===== src/rtl/reg_debug_port.sv =====
// Debug access controller for the integer register file: halts issue, waits for the
// pipeline to drain, performs one read or write, and answers on a 4-phase req/ack handshake.
module reg_debug_port #(
    parameter int TIMEOUT_W = 4
) (
    input  logic        clk,
    input  logic        rst,
    input  logic        dbg_req,
    input  logic        dbg_we,
    input  logic [4:0]  dbg_addr,
    input  logic [31:0] dbg_wdata,
    output logic        dbg_ack,
    output logic [31:0] dbg_rdata,
    output logic        dbg_err,
    output logic        halt,
    input  logic        pipe_busy,
    input  logic        wb_we,
    input  logic [4:0]  wb_rd,
    input  logic [31:0] wb_data,
    output logic        rf_we,
    output logic [4:0]  rf_wa,
    output logic [31:0] rf_wd,
    output logic        rf_rd0_ovr,
    output logic [4:0]  rf_rd0_addr,
    input  logic [31:0] rf_rd0_data
);

    typedef enum logic [2:0] {
        S_IDLE,
        S_DRAIN,
        S_ACCESS,
        S_CAPTURE,
        S_ACK
    } state_t;

    localparam logic [TIMEOUT_W-1:0] TMO_MAX = '1;

    state_t               state;
    logic [TIMEOUT_W-1:0] tmo_cnt;
    logic                 req_we;
    logic [4:0]           req_addr;
    logic [31:0]          req_wdata;
    logic                 drained;
    logic                 dbg_write_now;

    assign drained       = !pipe_busy && !wb_we;
    // A pipeline writeback arriving during ACCESS keeps the port; the debug write waits.
    assign dbg_write_now = (state == S_ACCESS) && req_we && !wb_we;

    always_comb begin
        rf_we = wb_we;
        rf_wa = wb_rd;
        rf_wd = wb_data;
        if (dbg_write_now) begin
            rf_we = (req_addr != 5'd0);
            rf_wa = req_addr;
            rf_wd = req_wdata;
        end
    end

    always_ff @(posedge clk) begin
        if (state == S_IDLE && dbg_req) begin
            req_we    <= dbg_we;
            req_addr  <= dbg_addr;
            req_wdata <= dbg_wdata;
        end
    end

    always_ff @(posedge clk or posedge rst) begin
        if (rst) begin
            state       <= S_IDLE;
            tmo_cnt     <= '0;
            halt        <= 1'b0;
            dbg_ack     <= 1'b0;
            dbg_err     <= 1'b0;
            dbg_rdata   <= '0;
            rf_rd0_ovr  <= 1'b0;
            rf_rd0_addr <= '0;
        end else begin
            case (state)
                S_IDLE: begin
                    if (dbg_req) begin
                        state   <= S_DRAIN;
                        halt    <= 1'b1;
                        tmo_cnt <= '0;
                    end
                end
                S_DRAIN: begin
                    if (drained) begin
                        state <= S_ACCESS;
                        if (!req_we) begin
                            rf_rd0_ovr  <= 1'b1;
                            rf_rd0_addr <= req_addr;
                        end
                    end else if (tmo_cnt == TMO_MAX) begin
                        state   <= S_ACK;
                        dbg_err <= 1'b1;
                        dbg_ack <= 1'b1;
                    end else begin
                        tmo_cnt <= tmo_cnt + 1'b1;
                    end
                end
                S_ACCESS: begin
                    if (!req_we) begin
                        state <= S_CAPTURE;
                    end else if (!wb_we) begin
                        state   <= S_ACK;
                        dbg_ack <= 1'b1;
                    end
                end
                S_CAPTURE: begin
                    // Read data from the synchronous port is valid in this cycle.
                    dbg_rdata  <= (req_addr == 5'd0) ? 32'd0 : rf_rd0_data;
                    rf_rd0_ovr <= 1'b0;
                    dbg_ack    <= 1'b1;
                    state      <= S_ACK;
                end
                S_ACK: begin
                    if (!dbg_req) begin
                        state   <= S_IDLE;
                        dbg_ack <= 1'b0;
                        dbg_err <= 1'b0;
                        halt    <= 1'b0;
                    end
                end
                default: state <= S_IDLE;
            endcase
        end
    end

endmodule


===== config.mk =====
export PLATFORM = sky130hd
export DESIGN_NAME = reg_debug_port
export DESIGN_NICKNAME = d
export VERILOG_FILES = /design/src/rtl/reg_debug_port.sv
export SDC_FILE = /design/constraint.sdc
export NUM_CORES = 1
export LEC_CHECK = 0
export CORE_UTILIZATION = 40
export DETAILED_ROUTE_END_ITERATION = 7
export DONT_BUFFER_PORTS = 1
export GPL_ROUTABILITY_DRIVEN = 1
export SLEW_MARGIN = 20
export SYNTH_ARGS = -nofsm -noshare
export SYNTH_HDL_FRONTEND = slang
export SYNTH_SLANG_ARGS = --single-unit

===== constraint.sdc =====
create_clock -name clk -period 4.9 [get_ports clk]
set_input_delay 0.98 -clock clk [delete_from_list [all_inputs] [get_ports clk]]
set_output_delay 0.98 -clock clk [all_outputs]
set_load 0.02 [all_outputs]

# ---- Word-level counts from Yosys, hierarchy flattened
# Cells that the tools add are included.
dict set report word_totals {
  inputBits 112
  regBits 86
  word_cells 77
  out_inout_bits 79
}
dict set report classes {
  n_addsub 1
  bitwise 1
  n_mux 27
  n_eq_ne 16
  n_reduce_logical 21
}
# cell count
set op_table {}
lappend op_table {{$mux 32} 2}
lappend op_table {{$mux 3} 6}
lappend op_table {{$ne 2x2->1 const B} 9}
lappend op_table {{$pmux 3 s5} 1}
lappend op_table {{$mux 4} 3}
lappend op_table {{$reduce_and 4->1} 3}
lappend op_table {{$mux 1} 9}
lappend op_table {{$reduce_and 3->1} 3}
lappend op_table {{$pmux 4 s2} 1}
lappend op_table {{$reduce_bool 2->1} 4}
lappend op_table {{$eq 3x2->1 const B} 2}
lappend op_table {{$ne 3x3->1 const B} 2}
lappend op_table {{$pmux 1 s2} 3}
lappend op_table {{$reduce_and 6->1} 1}
lappend op_table {{$logic_not 5->1} 1}
lappend op_table {{$mux 5} 1}
lappend op_table {{$reduce_bool 5->1} 1}
lappend op_table {{$add 4x1->4 const B} 1}
lappend op_table {{$eq 4x4->1 const B} 1}
lappend op_table {{$logic_and 1x1->1} 4}
lappend op_table {{$pmux 1 s4} 1}
lappend op_table {{$reduce_bool 4->1} 1}
lappend op_table {{$eq 3x1->1 const B} 1}
lappend op_table {{$eq 3x3->1 const B} 1}
lappend op_table {{other kinds (3)} 4}

# ---- Logic depth before layout (Yosys ltp)
dict set report depth {
  depth_word 4
  mapped_depth 6
  ltp_nobuf 4
}

# ---- Worst setup path before layout
# No wires, ideal clock.
dict set report synth_path {
  kind {input to register}
  startpoint {input port dbg_req}
  endpoint {register req_addr[0] (enable)}
  path_buffers 0
  slack_ns 0.780
  t_arrival_ns 3.639
  required_ns 4.420
  path_stages 2
  setup_ns 0.480
  path_cell_list {inv_1 -> nor3_1}
}
dict set report synth_via {
  elab_chain_len 1
}
# element line
set synth_rtl {}
lappend synth_rtl {{from (decl)} 8} ;# input logic dbg_req,
lappend synth_rtl {{$logic_and 1x1->1} 62} ;# if (state == S_IDLE && dbg_req) begin
lappend synth_rtl {{to (signal assigned)} 64} ;# req_addr <= dbg_addr;
lappend synth_rtl {{to (decl)} 41} ;# logic [4:0] req_addr;
# No other way between the ends.
# A chain may end at the register's enable or synchronous reset.

# ---- Worst setup path after layout
dict set report layout_path {
  startpoint {register state[0]}
  endpoint {output port rf_wd[12]}
}
dict set report layout_via {
  elab_chain_len 4
}
# element line
set layout_rtl {}
lappend layout_rtl {{from (decl)} 38} ;# state_t state;
lappend layout_rtl {{from (signal assigned)} 71} ;# state <= S_IDLE;
lappend layout_rtl {{from (signal assigned)} 83} ;# state <= S_DRAIN;
lappend layout_rtl {{from (signal assigned)} 90} ;# state <= S_ACCESS;
lappend layout_rtl {{$eq 3x2->1} 48} ;# assign dbg_write_now = (state == S_ACCESS) && req_we && !wb_we;
lappend layout_rtl {{$logic_and 1x1->1 (2 in a row)} 48}
lappend layout_rtl {{$mux 32} 54} ;# if (dbg_write_now) begin
lappend layout_rtl {{to (decl)} 22} ;# output logic [31:0] rf_wd,
# No other way between the ends.

==> results.toml <==
[clock_network]
clockRootBuffer = "clkbuf_8"
cts_tree = "done"
cts.path.max_buffers = 2
clock-sinks = 86
cts.hold.buffers_added = 0
post_cts_buffers = 0
post_cts_resized = 0
clkTransAtPathRegs_ns = 0.09
cts_made_buffers = 9
cts-htree-levels = 3
insertion_delay_ns = 0.35

[logic_synthesis]
synth_cell_types = 41
synthTopCellsByCount = "68 x nand2_1, 48 x dfrtp_1, 42 x mux2_2"
synth_ff_type = "dfrtp_1"
ys_seq_area_share_pct = 62.1
yosysTopAreaCell = "dfrtp_1"
synth_nets = 422
syn_avg_cell_area_um2 = 12.2
yosysMostFrequentCell = "nand2_1"
ys_ff_latch = 86
syn_inst = 309
synthArstFlopShare_pct = 55.8
yosys.area.top_type_share_pct = 31.8
ys_top_cells_by_area = "dfrtp_1 32%, edfxtp_1 30%, mux2_2 13%, nand2_1 6.8%, o21ai_0 4.8%"
ys_warn_count = 0
synth_edf_count = 38
syn-cell-area_um2 = 3770

[outcome]
status = "finished, final reports clean"

[sta]
setup_viol = 0
final.period_utilization_pct = 65.7
skew_ns = 0.0123
finalHoldViolCount = 0
rsz0062_at_grt = "false"
period_needed_ns = 3.22
slew_violations = 0
tightest_slew_ns = 0.866
tns_ns = 0
slew_headroom_pct = 42.2
timing.fmax_mhz = 311

[setup_path]
end_kind = "output pin"
path_buf_inv = 0
cp_slowest_stage_delay_ns = 0.55
crit_required_ns = 3.92
path_cells = "nand4bb_4, nor2_8, mux2_2"
crit_slowest_cell = "dfrtp_1"
path_max_fanout = 37
crit_family = "simple AND/OR/NAND/NOR gates"
arrival_ns = 2.24
worstSetupPathType = "reg2out"
start_kind = "flip-flop"

[die]
floorplan.initialDensity_pct = 41.0
dieWidth_um = 99.1
die_h_um = 99.1
pin_count = 191
core_um2 = 9200
dieArea_um2 = 9820
row_count = 35

[final_layout]
synthToLayoutAreaGrowth_pct = 7.03
stdcell_count = 422
fin_util_pct = 43.9
nets = 419
diodes = 0
drive_gt1_share_pct = 21.9

[place]
numPortBuffers = 0
dp_hpwl_um = 5470
dpl.cell_count = 406
gp_congestion = 0.767

[power_and_ir_drop]
power_density_nw_per_um2 = 588
peakVddDrop_v = 0.000236
power_leakage_nw = 1.54

[route]
drt_iter0_drc = 81
routed_wl_um = 7790
wl_per_cell_um = 18.5
final_antenna_net_count = 0
via_per_inst = 5.43
vias = 2292
first_pass_iters = 4
drc = 0

[job]
drv_cap = 0

[grt]
grt_pass1_wl_um = 11800
grt_max_degree = 49
grt_pass1_vias = 2165
grt_use_total_pct = 15.7
grt_antenna_before_repair = 0
grt-ovfl-total = 0

[min_path]
min_path_type = "reg2reg"
cell usage in the layout, fill, tap and decap left out, types with 4 or more instances in the layout:
cell,Yosys,routed
clkbuf_8,0,9
dfrtp_1,48,48
edfxtp_1,38,38
inv_1,10,9
mux2_2,42,42
nand2_1,68,68
nand3_1,4,4
nor2_1,5,5
o211ai_1,6,6
o21ai_0,36,36
logic make-up after synthesis:
logic type                 after synthesis  share of synthesized area [%]
buffers and inverters                   26                           3.65
AOI/OAI and AO/OA                       55                           8.36
DFF                                     86                           62.1
adders and majority gates                1                          0.332
and+or+nand+nor                         99                           13.0
muxes                                   42                           12.5
metal layers:
layer	GRT usage, %	part of all wire, %	up-vias
met3	4.85	6.0	6
li1	-	-	1082
met4	5.09	1.1	0
met5	0	0	-
met2	26.0	51	75
met1	19.8	42	1129
state kept, by name (all words and copies together) (netlist names):
register,cells
req_wdata,32
dbg_err,1
rf_rd0_ovr,1
dbg_rdata,32
halt,1
req_addr,5
tmo_cnt,4
state,3
dbg_ack,1
rf_rd0_addr,5
req_we,1
power breakdown:
part / internal (mW) / switching, mW
combinational: 0.171 / 0.259
sequential: 1.04 / 0.410
clock: 0.238 / 0.257
total: 1.45 / 0.926
through the flow:
step / power (mW) / instance area [µm²] / hold WS [ns] / setup slack [ns]
after floorplan: 1.78 / 3770 / 0.502 / 0.780
final: 2.38 / 4040 / 0.561 / 1.68
after global placement: 1.89 / 3820 / 0.511 / 2.02
after detailed placement: 1.91 / 3840 / 0.543 / 2.00
after global routing: 2.53 / 4040 / 0.587 / 1.53
after CTS: 2.41 / 4040 / 0.566 / 1.64
area by class of cell:
cell class	count	area [µm²]
fill	866	5160
sequential	86	2340
multi-input combinational	197	1300
tap	111	139
clock buffer	9	124
clock inverter	7	72.6
inverter	10	38.8
timing repair buffer	2	22.5
final timing paths:
| check | startpoint | end | slack [ns] | cells past startpoint |
|---|---|---|---|---|
| min reg2reg | req_addr[3]$_DFFE_PP_ | rf_rd0_addr[3]$_DFFE_PP0P_ | 0.56 | 1 |
| max in group asynchronous | rst | rf_rd0_addr[4]$_DFFE_PP0P_ | 3.72 | 1 |
| max | state[0]$_DFFE_PP0P_ | rf_wd[12] | 1.68 | 3 |
| min | req_addr[3]$_DFFE_PP_ | rf_rd0_addr[3]$_DFFE_PP0P_ | 0.56 | 1 |
| min in group asynchronous | rst | dbg_rdata[3]$_DFFE_PP0P_ | 0.66 | 1 |
| max reg2reg | req_addr[3]$_DFFE_PP_ | dbg_rdata[9]$_DFFE_PP0P_ | 3.06 | 3 |
Power figures use the tool's default switching activity.
